<file path="src/rtl/down_counter_timer.sv">
`default_nettype none
// ============================================================================
// Module      : down_counter_timer
// Description : Loadable WIDTH-bit down counter / interval timer with
//               start, pause and stop control and a terminal-count pulse.
//               Define DOWN_COUNTER_AUTO_RELOAD_EN for periodic (reload) mode.
// Revision    : 1.0 - initial release
// ============================================================================
module down_counter_timer #(
  parameter int WIDTH = 8
) (
  input  logic             clk,
  input  logic             reset_n,
  input  logic             load,
  input  logic [WIDTH-1:0] load_val,
  input  logic             start,
  input  logic             pause,
  input  logic             stop,
  output logic [WIDTH-1:0] count,
  output logic             busy,
  output logic             tc,
  output logic             done
);

`ifdef DOWN_COUNTER_AUTO_RELOAD_EN
  localparam bit AUTO_RELOAD = 1'b1;
`else
  localparam bit AUTO_RELOAD = 1'b0;
`endif

  localparam logic [1:0] ST_IDLE  = 2'd0;
  localparam logic [1:0] ST_RUN   = 2'd1;
  localparam logic [1:0] ST_PAUSE = 2'd2;
  localparam logic [1:0] ST_DONE  = 2'd3;

  localparam logic [WIDTH-1:0] ZERO = '0;
  localparam logic [WIDTH-1:0] ONE  = WIDTH'(1);

  logic [1:0]       state;
  logic [1:0]       state_next;
  logic [WIDTH-1:0] count_next;
  logic [WIDTH-1:0] reload_q;
  logic [WIDTH-1:0] reload_next;
  logic             tc_next;

  // State register together with the datapath registers it steers.
  always_ff @(posedge clk or negedge reset_n) begin
    if (!reset_n) begin
      state    <= ST_IDLE;
      count    <= '0;
      reload_q <= '0;
      tc       <= 1'b0;
    end else begin
      state    <= state_next;
      count    <= count_next;
      reload_q <= reload_next;
      tc       <= tc_next;
    end
  end

  always_comb begin
    state_next  = state;
    count_next  = count;
    reload_next = reload_q;
    tc_next     = 1'b0;
    case (state)
      ST_IDLE: begin
        if (load) begin
          count_next  = load_val;
          reload_next = load_val;
        end else if (start) begin
          if (count == ZERO) begin
            state_next = ST_DONE;
            tc_next    = 1'b1;
          end else begin
            state_next = ST_RUN;
          end
        end
      end
      ST_RUN: begin
        if (stop) begin
          state_next = ST_IDLE;
        end else if (pause) begin
          state_next = ST_PAUSE;
        end else if (count == ZERO) begin
          // Only reachable in periodic mode: the one cycle spent at zero.
          if (AUTO_RELOAD && (reload_q != ZERO)) begin
            count_next = reload_q;
          end else begin
            state_next = ST_DONE;
          end
        end else begin
          count_next = count - ONE;
          if (count == ONE) begin
            tc_next = 1'b1;
            if (!AUTO_RELOAD || (reload_q == ZERO)) begin
              state_next = ST_DONE;
            end
          end
        end
      end
      ST_PAUSE: begin
        if (stop) begin
          state_next = ST_IDLE;
        end else if (!pause) begin
          state_next = ST_RUN;
        end
      end
      ST_DONE: begin
        count_next = ZERO;
        if (load) begin
          count_next  = load_val;
          reload_next = load_val;
          state_next  = ST_IDLE;
        end
      end
      default: begin
        state_next = ST_IDLE;
      end
    endcase
  end

  always_comb begin
    busy = (state == ST_RUN) || (state == ST_PAUSE);
    done = (state == ST_DONE);
  end

endmodule
`default_nettype wire

</file>
<file path="config.mk">
export PLATFORM = sky130hd
export DESIGN_NAME = down_counter_timer
export DESIGN_NICKNAME = d
export VERILOG_FILES = /design/src/rtl/down_counter_timer.sv
export SDC_FILE = /design/constraint.sdc
export NUM_CORES = 1
export LEC_CHECK = 0
export ABC_AREA = 1
export CORE_UTILIZATION = 47
export DETAILED_ROUTE_END_ITERATION = 10
export PLACE_DENSITY = 0.79
export SLEW_MARGIN = 40
export SYNTH_ARGS = -nofsm -noshare
export SYNTH_HDL_FRONTEND = slang
export SYNTH_SLANG_ARGS = --single-unit
</file>
<file path="constraint.sdc">
create_clock -name clk -period 2.04 [get_ports clk]
set_input_delay 0.408 -clock clk [delete_from_list [all_inputs] [get_ports clk]]
set_output_delay 0.408 -clock clk [all_outputs]
set_load 0.02 [all_outputs]
</file>
==> flow_summary.json <==
{
  "io_pins": 25,
  "gp_congestion": 0.845,
  "vias": 932,
  "tightestPinTransition_ns": 0.500,
  "holdBufCountCts": 0,
  "drtPass1Iterations": 4,
  "r2r_cells": 9,
  "layout_commonest_cell": "nand2_1",
  "cp_max_fo": 5,
  "grt_max_degree": 12,
  "maxSlewViolCount": 0,
  "start_kind": "register",
  "area_growth_pct": 34.6,
  "portBuffers": 24,
  "synth_warnings": 0,
  "htree_num_levels": 1,
  "p_leak_nw": 0.595,
  "antenna-diode-count": 0,
  "fill_cells": 163,
  "crit_type": "register to output port",
  "drive_above_1_share_pct": 7.55,
  "cts_buffers": 3,
  "status": "completed",
  "clock.fmax_ghz": 0.517,
  "hpwl_mm": 1.68,
  "combPwrFrac_pct": 68.5,
  "p_int_uw": 921,
  "synth_area_um2": 891,
  "final_nets": 183,
  "rows": 15,
  "netlist_top_cells_area": "dfrtp_1, nand2_1, ha_1",
  "wl_mm": 2.18,
  "cts_sinks": 11,
  "ir_worst_vdd_mv": 1.00,
  "clockRootBuffer": "clkbuf_4",
  "cp.arrival_ns": 1.53,
  "gr-usage-all-layers_pct": 25.5,
  "first_global_vias": 917,
  "clk_path_buf_depth": 2,
  "worstHoldPathType": "input port to async pin",
  "switching_share_pct": 52.5,
  "setup_violations": 0,
  "worstSetupEndpointType": "output port",
  "clk_latency_ns": 0.28,
  "cts.clk_slew.worst_paths_ns": 0.07,
  "p_per_area_nw_per_um2": 1620,
  "p_sw_mw": 1.02,
  "yosysUniqueCellTypes": 20,
  "yosys.area.top_type": "dfrtp_1",
  "rsz0062_at_grt": "no",
  "die_y_um": 45.5,
  "avgRoutedWirePerCell_um": 11.9,
  "grt_overflow": 0,
  "syn_area_per_cell_um2": 6.85,
  "antenna_left": 0,
  "die-area_um2": 2070,
  "drc_errors": 0,
  "layout_common_cells": "nand2_1, clkdlybuf4s50_1, inv_1, nor2_1, dfrtp_1",
  "r2r_end": "count[7]$_DFFE_PN0P_",
  "p_seq_share_pct": 23.8,
  "post-route-period-util_pct": 94.9,
  "initial_core_util_pct": 51.0,
  "drt_iter0_drc": 22,
  "grt_pass1_wl_mm": 3.79,
  "yosys.area.top_type_share_pct": 30.9,
  "slew_headroom_pct": 66.6,
  "total_power_mw": 1.94,
  "coreArea_um2": 1750,
  "die_x_um": 45.5,
  "vias_per_cell": 5.07,
  "regArea_um2": 275,
  "required_ns": 1.63,
  "syn-instance-count": 130,
  "clock_skew_ns": 0.00158,
  "hold_violations": 0,
  "drv_cap": 0,
  "r2r_slack_ns": 0.46,
  "setup-tns-final_ns": 0,
  "cts_tree": "built",
  "ys_seq_elements": 11,
  "multiInputGateArea_um2": 562,
  "hold-worst-slack_ns": 0.464,
  "synth.net_count": 153,
  "p_clk_share_pct": 7.8,
  "antenna_found_initial": 0,
  "period_needed_ns": 1.94,
  "timing.rr.start": "state[1]$_DFFE_PN0P_",
  "ys_seq_area_share_pct": 30.9
}
-- cells by family after synthesis --
family	Yosys count	share of synthesized area [%]
buffers and inverters	14	6.04
and+or+nand+nor	76	36.4
xor gates and xnor gates	1	0.983
AOI/OAI and AO/OA	19	13.1
DFF	11	30.9
adders and majority gates	9	12.6
-- worst max path at each step --
stage                     slack [ns]              endpoint  depth (start not counted)            startpoint
after floorplan                 0.59  count[7]$_DFFE_PN0P_                          6  state[0]$_DFFE_PN0P_
after global placement          0.30                  busy                          3  state[1]$_DFFE_PN0P_
after detailed placement        0.25                  busy                          3  state[0]$_DFFE_PN0P_
after CTS                       0.10                  done                          2  state[1]$_DFFE_PN0P_
after global routing            0.03                  done                          2  state[1]$_DFFE_PN0P_
final                           0.10                  done                          2  state[1]$_DFFE_PN0P_
-- cells in the mapped netlist --
master     n
nand2_1   50
inv_1     13
dfrtp_1   11
nor2_1    11
ha_1       9
o21ai_0    9
nand3_1    7
nand4_1    4
a21oi_1    3
nand2_2    2
o31ai_1    2
a21boi_2   1
a22oi_1    1
a31oi_1    1
buf_2      1
nand2_4    1
nor2_4     1
o21ai_2    1
o21bai_1   1
xnor2_1    1
-- routing by layer --
metal | global-route usage [%] | wire length, µm | part of all wire (%) | up-vias
met4 | 3.64 | 7 | 0.32 | 0
met3 | 7.14 | 96 | 4.4 | 2
li1 | - | - | - | 478
met5 | 0 | 0 | 0 | -
met1 | 32.3 | 966 | 44 | 429
met2 | 43.4 | 1110 | 51 | 23
-- timing repair --
| item | 4_1_cts | 5_1_grt |
|---|---|---|
| setup endpoints to repair | 1 | 0 |
| resized for setup | 1 | 0 |
| setup buffers | 0 | 0 |
-- sequential cells by signal, indices dropped and copies added, names as in the netlist --
register,cells
state,2
tc,1
count,8
-- worst max-delay path, stage by stage, from the launching register on --
cell and delay (ns):
dfrtp_1 0.41, ha_1 0.22, clkdlybuf4s50_1 0.62
-- stage by stage --
step / worst slack, ns / instance area, µm² / cells / util [%]
finish: 0.104 / 1200 / 184 / 68.7
global route: 0.0313 / 1200 / 184 / 68.7
CTS: 0.102 / 1200 / 184 / 68.7
detailed placement: 0.254 / 1170 / 180 / 67.2
global placement: 0.301 / 1170 / 180 / 67.2
floorplan: 0.595 / 891 / 130 / -
-- area by class of cell --
class	count	area share, %
clock inverter	1	0.418
clock buffer	3	1.88
inverter	13	4.07
sequential	11	23.0
multi-input combinational	105	46.9
tap	25	2.61
timing repair buffer	26	21.2
-- power by group through the flow --
stage	clock network (mW)	registers [mW]	logic, mW
after floorplan	0	0.528	0.810
after global placement	0	0.455	1.29
after detailed placement	0	0.463	1.33
after CTS	0.155	0.460	1.33
after global routing	0.167	0.476	1.51
final	0.151	0.461	1.33
Note: power is estimated with default switching activity, not from simulation.
==> RTL edit 1 (same flow settings) <==
`WIDTH`: 8 -> 6.
--- a/src/rtl/down_counter_timer.sv
+++ b/src/rtl/down_counter_timer.sv
@@ -9,3 +9,3 @@
 module down_counter_timer #(
-  parameter int WIDTH = 8
+  parameter int WIDTH = 6
 ) (
Ports: changed (resized count and load_val); port bits go from 25 to 21. The function was not compared with the original's and may differ.
==> RTL edit 1 against the original RTL <==
  * The flow now finishes with violations (DRC)
  * Clock power down 5%
  * Routed wire length down 21%
  * Power down 21%
  * Non-clock buffer count down 6
  * Sequential cell count down 2
  * Area after synthesis down 9.8%
  * Count of clock-buffer cells in the layout up 1
  * Maximum frequency up 7.6%
  * Design area down 13%
  * Worst setup slack better by 0.14 ns
  * Critical endpoint is now count[2]
  * Largest power group unchanged
==> RTL edit 1: results (changes against the original RTL) <==
Final layout
• nets: 153, was 183
• Largest regs: count x6, state x2, tc x1, was count x8, state x2, tc x1

Critical path
• Critical Path Source: count[2]$_DFFE_PN0P_, was state[1]$_DFFE_PN0P_
• capturing element of the worst setup path: count[2], was done
• arrival time reported for the critical path endpoint: 1.39 ns, was 1.53 ns
• worst setup slack for register-to-register paths: 0.35 ns, was 0.46 ns
• delay contributed by the slowest stage of the critical path: 0.65 ns, was 0.62 ns

Place
• placed cell count: 144, was 180
• HPWL after DPL: 1360 um, was 1680 um

Drt
• post-detailed-route DRC marker count: 4, was 0
• WL met1: 818 um, was 966 um
• drt first pass iters: 7, was 4
• average routed wire per standard cell: 11.6 um, was 11.9 um
• met3 wire length: 91 um, was 96 um

Logic synthesis
• fraction of the yosys area taken by sequential cells: 28.0%, was 30.9%
• post-synthesis xor/xnor area fraction: 0%, was 0.983%
• syn nets: 129, was 153
• top post-synthesis cells by area: sky130_fd_sc_hd__dfrtp_1, sky130_fd_sc_hd__nand2_1, sky130_fd_sc_hd__ha_1, unchanged

Timing
• Min Clock Period, post-route: 1.80 ns, was 1.94 ns

Status
• status: finished, violations left, was complete, no violations
• violated checks: DRC

Pwr
• Leakage: 0.532 nW, was 0.595 nW
• sequential share of power: 24.5%, was 23.8%

Global route
• met1 global-route usage: 26.0%, was 32.3%
• routing usage on met2: 30.6%, was 43.4%

RTL edit 1: cell count changes in the layout (fill, tap and decap cells not counted), moves of 3 or more:
cell,change
sky130_fd_sc_hd__inv_1,+3
sky130_fd_sc_hd__o21ai_0,-6
sky130_fd_sc_hd__nand2_1,-23
sky130_fd_sc_hd__clkdlybuf4s50_1,-5
sky130_fd_sc_hd__o22ai_1,+5
sky130_fd_sc_hd__nand3_1,+7
sky130_fd_sc_hd__nor2_1,-5
RTL edit 1: final cells by class:
type                    count  area [sq um]  area share (%)
well taps                  16          20.0            1.93
multi-input cells          81           499            48.0
inverters                  18          67.6            6.50
repair buffers             20           201            19.4
flip-flops and latches      9           225            21.7
clock buffers               4          26.3            2.53
RTL edit 1: repair_timing:
action / in CTS / in global routing
gates resized for setup: 1 / 1
setup endpoints to repair: 1 / 1
pin swaps: 0 / 0
==> RTL edit 2 (same settings) <==
Made on the original files. Add an input register stage for `load`, `load_val`, `start`, `pause` and `stop`; this delays them by one clock.
--- a/src/rtl/down_counter_timer.sv
+++ b/src/rtl/down_counter_timer.sv
@@ -38,2 +38,16 @@
 
+  logic load_q;
+  logic [WIDTH-1:0] load_val_q;
+  logic start_q;
+  logic pause_q;
+  logic stop_q;
+
+  always_ff @(posedge clk) begin
+    load_q     <= load;
+    load_val_q <= load_val;
+    start_q    <= start;
+    pause_q    <= pause;
+    stop_q     <= stop;
+  end
+
   logic [1:0]       state;
@@ -67,6 +81,6 @@
       ST_IDLE: begin
-        if (load) begin
-          count_next  = load_val;
-          reload_next = load_val;
-        end else if (start) begin
+        if (load_q) begin
+          count_next  = load_val_q;
+          reload_next = load_val_q;
+        end else if (start_q) begin
           if (count == ZERO) begin
@@ -80,5 +94,5 @@
       ST_RUN: begin
-        if (stop) begin
+        if (stop_q) begin
           state_next = ST_IDLE;
-        end else if (pause) begin
+        end else if (pause_q) begin
           state_next = ST_PAUSE;
@@ -102,5 +116,5 @@
       ST_PAUSE: begin
-        if (stop) begin
+        if (stop_q) begin
           state_next = ST_IDLE;
-        end else if (!pause) begin
+        end else if (!pause_q) begin
           state_next = ST_RUN;
@@ -110,5 +124,5 @@
         count_next = ZERO;
-        if (load) begin
-          count_next  = load_val;
-          reload_next = load_val;
+        if (load_q) begin
+          count_next  = load_val_q;
+          reload_next = load_val_q;
           state_next  = ST_IDLE;
Behaviour: not the same (a bounded check fails within 4 cycles, from zero or initial values and one cycle with reset_n low).
==> RTL edit 2 against the original RTL <==
  * Design area is 22% higher
  * Sequential share of layout area is 12 points higher
  * Worst setup slack better by 0.048 ns
  * Power is 17% higher
  * Final cell count is 11% higher
  * Sequential cell count is 12 higher
  * First-iteration DRC count is 14% higher
  * Sequential power is 54% higher
  * Routed wire length is 9.0% higher
  * Area after synthesis is 29% higher
  * Via count is 13% higher
  * Critical path type unchanged
  * Critical endpoint is now count[2]
  * Largest cell class unchanged
  * Largest power group unchanged
  * Highest routed layer unchanged
==> RTL edit 2: results (changes against the original RTL) <==
Global route
• total global routing track utilization: 22.1%, was 25.5%
• routing usage on met2: 37.9%, was 43.4%
• wire length of the first global-routing pass: 4310 um, was 3790 um
• number of global-route vias before repair: 1,038, was 917
• met3 Use GR: 4.68%, was 7.14%
• met1 global-route usage: 26.0%, was 32.3%

Pwr
• sequential share of power: 31.3%, was 23.8%
• switching power: 0.00109 W, was 0.00102 W
• total power per unit cell area: 1550 nW/um^2, was 1620 nW/um^2
• Clk network pwr share: 8.9%, was 7.8%
• Leakage: 0.737 nW, was 0.595 nW

Place
• HPWL after DPL: 1830 um, was 1680 um
• Placer Congestion: 0.852, was 0.845

Logic synthesis
• top post-synthesis cells by area: sky130_fd_sc_hd__dfrtp_1, sky130_fd_sc_hd__dfxtp_1, sky130_fd_sc_hd__nand2_1, was sky130_fd_sc_hd__dfrtp_1, sky130_fd_sc_hd__nand2_1, sky130_fd_sc_hd__ha_1
• commonest cells in the netlist: sky130_fd_sc_hd__nand2_1, sky130_fd_sc_hd__inv_1, sky130_fd_sc_hd__dfxtp_1, sky130_fd_sc_hd__nand3_1, sky130_fd_sc_hd__dfrtp_1, was sky130_fd_sc_hd__nand2_1, sky130_fd_sc_hd__inv_1, sky130_fd_sc_hd__dfrtp_1, sky130_fd_sc_hd__nor2_1
• fraction of the yosys area taken by sequential cells: 44.7%, was 30.9%
• fraction of synthesis flops using an asynchronous set or reset pin: 47.8%, was 100%
• synth unique cells: 23, was 20
• syn nets: 169, was 153

Clocking
• maximum clock insertion buffer count: 2, unchanged
• clock insertion delay at the later pin of the skew report: 0.31 ns, was 0.28 ns
• Clock transition at path regs: 0.13 ns, was 0.07 ns

Critical path
• arrival time reported for the critical path endpoint: 1.48 ns, was 1.53 ns
• delay contributed by the slowest stage of the critical path: 0.66 ns, was 0.62 ns

Drt
• average routed wire per standard cell: 11.7 um, was 11.9 um
• vias after detailed routing: 1,052, was 932
• DR iter-0 viols: 25, was 22

Final layout
• Filler Cell Count: 212, was 163
• Largest regs: count x8, load_val_q x8, state x2, was count x8, state x2, tc x1
• nets: 200, was 183

Timing
• max_slew headroom: 63.6%, was 66.6%
• Clock Skews: 0.0137 ns, was 0.00158 ns

Status
• status: complete, no violations, unchanged

[RTL edit 2: changes by cell type in the layout (fill, tap and decap cells not counted), moves of 2 or more]
cell and delta:
sky130_fd_sc_hd__o21ai_0 -4, sky130_fd_sc_hd__nor2_1 -2, sky130_fd_sc_hd__o21ai_1 +2, sky130_fd_sc_hd__inv_1 +2, sky130_fd_sc_hd__nand3_1 +5, sky130_fd_sc_hd__dfxtp_1 +12
sky130_fd_sc_hd__o31ai_1 -2
[RTL edit 2: worst paths after layout]
| check | startpoint | end | slack [ns] | cells after the start |
|---|---|---|---|---|
| worst max-delay path | count[2]$_DFFE_PN0P_ | count[2] | 0.15 | 1 |
| worst min-delay path | reset_n | tc$_DFF_PN0_ | 0.44 | 1 |
| worst max register to register | state[0]$_DFFE_PN0P_ | count[7]$_DFFE_PN0P_ | 0.33 | 6 |
| worst min register to register | load_val_q[6]$_DFF_P_ | count[6]$_DFFE_PN0P_ | 0.53 | 4 |
| max in group asynchronous | reset_n | count[5]$_DFFE_PN0P_ | 1.23 | 1 |
| min in group clk | load_val[0] | load_val_q[0]$_DFF_P_ | 0.52 | 1 |
[RTL edit 2: layout make-up]
| class | count | area (sq um) | area share [%] |
|---|---|---|---|
| inverter | 15 | 56.3 | 3.84 |
| timing repair buffer | 27 | 260 | 17.7 |
| clock buffer | 3 | 22.5 | 1.53 |
| sequential | 23 | 515 | 35.1 |
| tap | 28 | 35.0 | 2.39 |
| multi-input combinational | 107 | 573 | 39.0 |
| clock inverter | 1 | 5.00 | 0.341 |
[RTL edit 2: metal layers]
metal	up-vias	part of all wire, %
met1	482	42
met5	-	0
li1	527	-
met4	0	1.6
met2	37	50
met3	6	6.6
[RTL edit 2: what timing repair did]
action / 4_1_cts / 5_1_grt
setup buffers: 2 / 0
endpoints found under the setup margin: 1 / 0
resized for setup: 2 / 0
[RTL edit 2: stage by stage]
| stage | area, sq um | std cells | hold slack (ns) | util, % | worst slack, ns |
|---|---|---|---|---|---|
| floorplan | 1150 | 146 | 0.112 | - | 0.611 |
| global placement | 1430 | 198 | 0.506 | 63.3 | 0.303 |
| detailed placement | 1430 | 198 | 0.519 | 63.3 | 0.245 |
| CTS | 1470 | 204 | 0.449 | 65.1 | 0.140 |
| global route | 1470 | 204 | 0.467 | 65.1 | 0.0664 |
| finish | 1470 | 204 | 0.436 | 65.1 | 0.152 |
[RTL edit 2: logic make-up (layout without fill, tap and decap cells)]
kind of cell	count (synthesis)	after routing	synth area share, %
and+or+nand+nor	80	80	30.3
AOI/OAI and AO/OA	17	17	8.90
buffers and inverters	16	46	5.54
DFF	23	23	44.7
adders and majority gates	9	9	9.77
xor gates and xnor gates	1	1	0.760
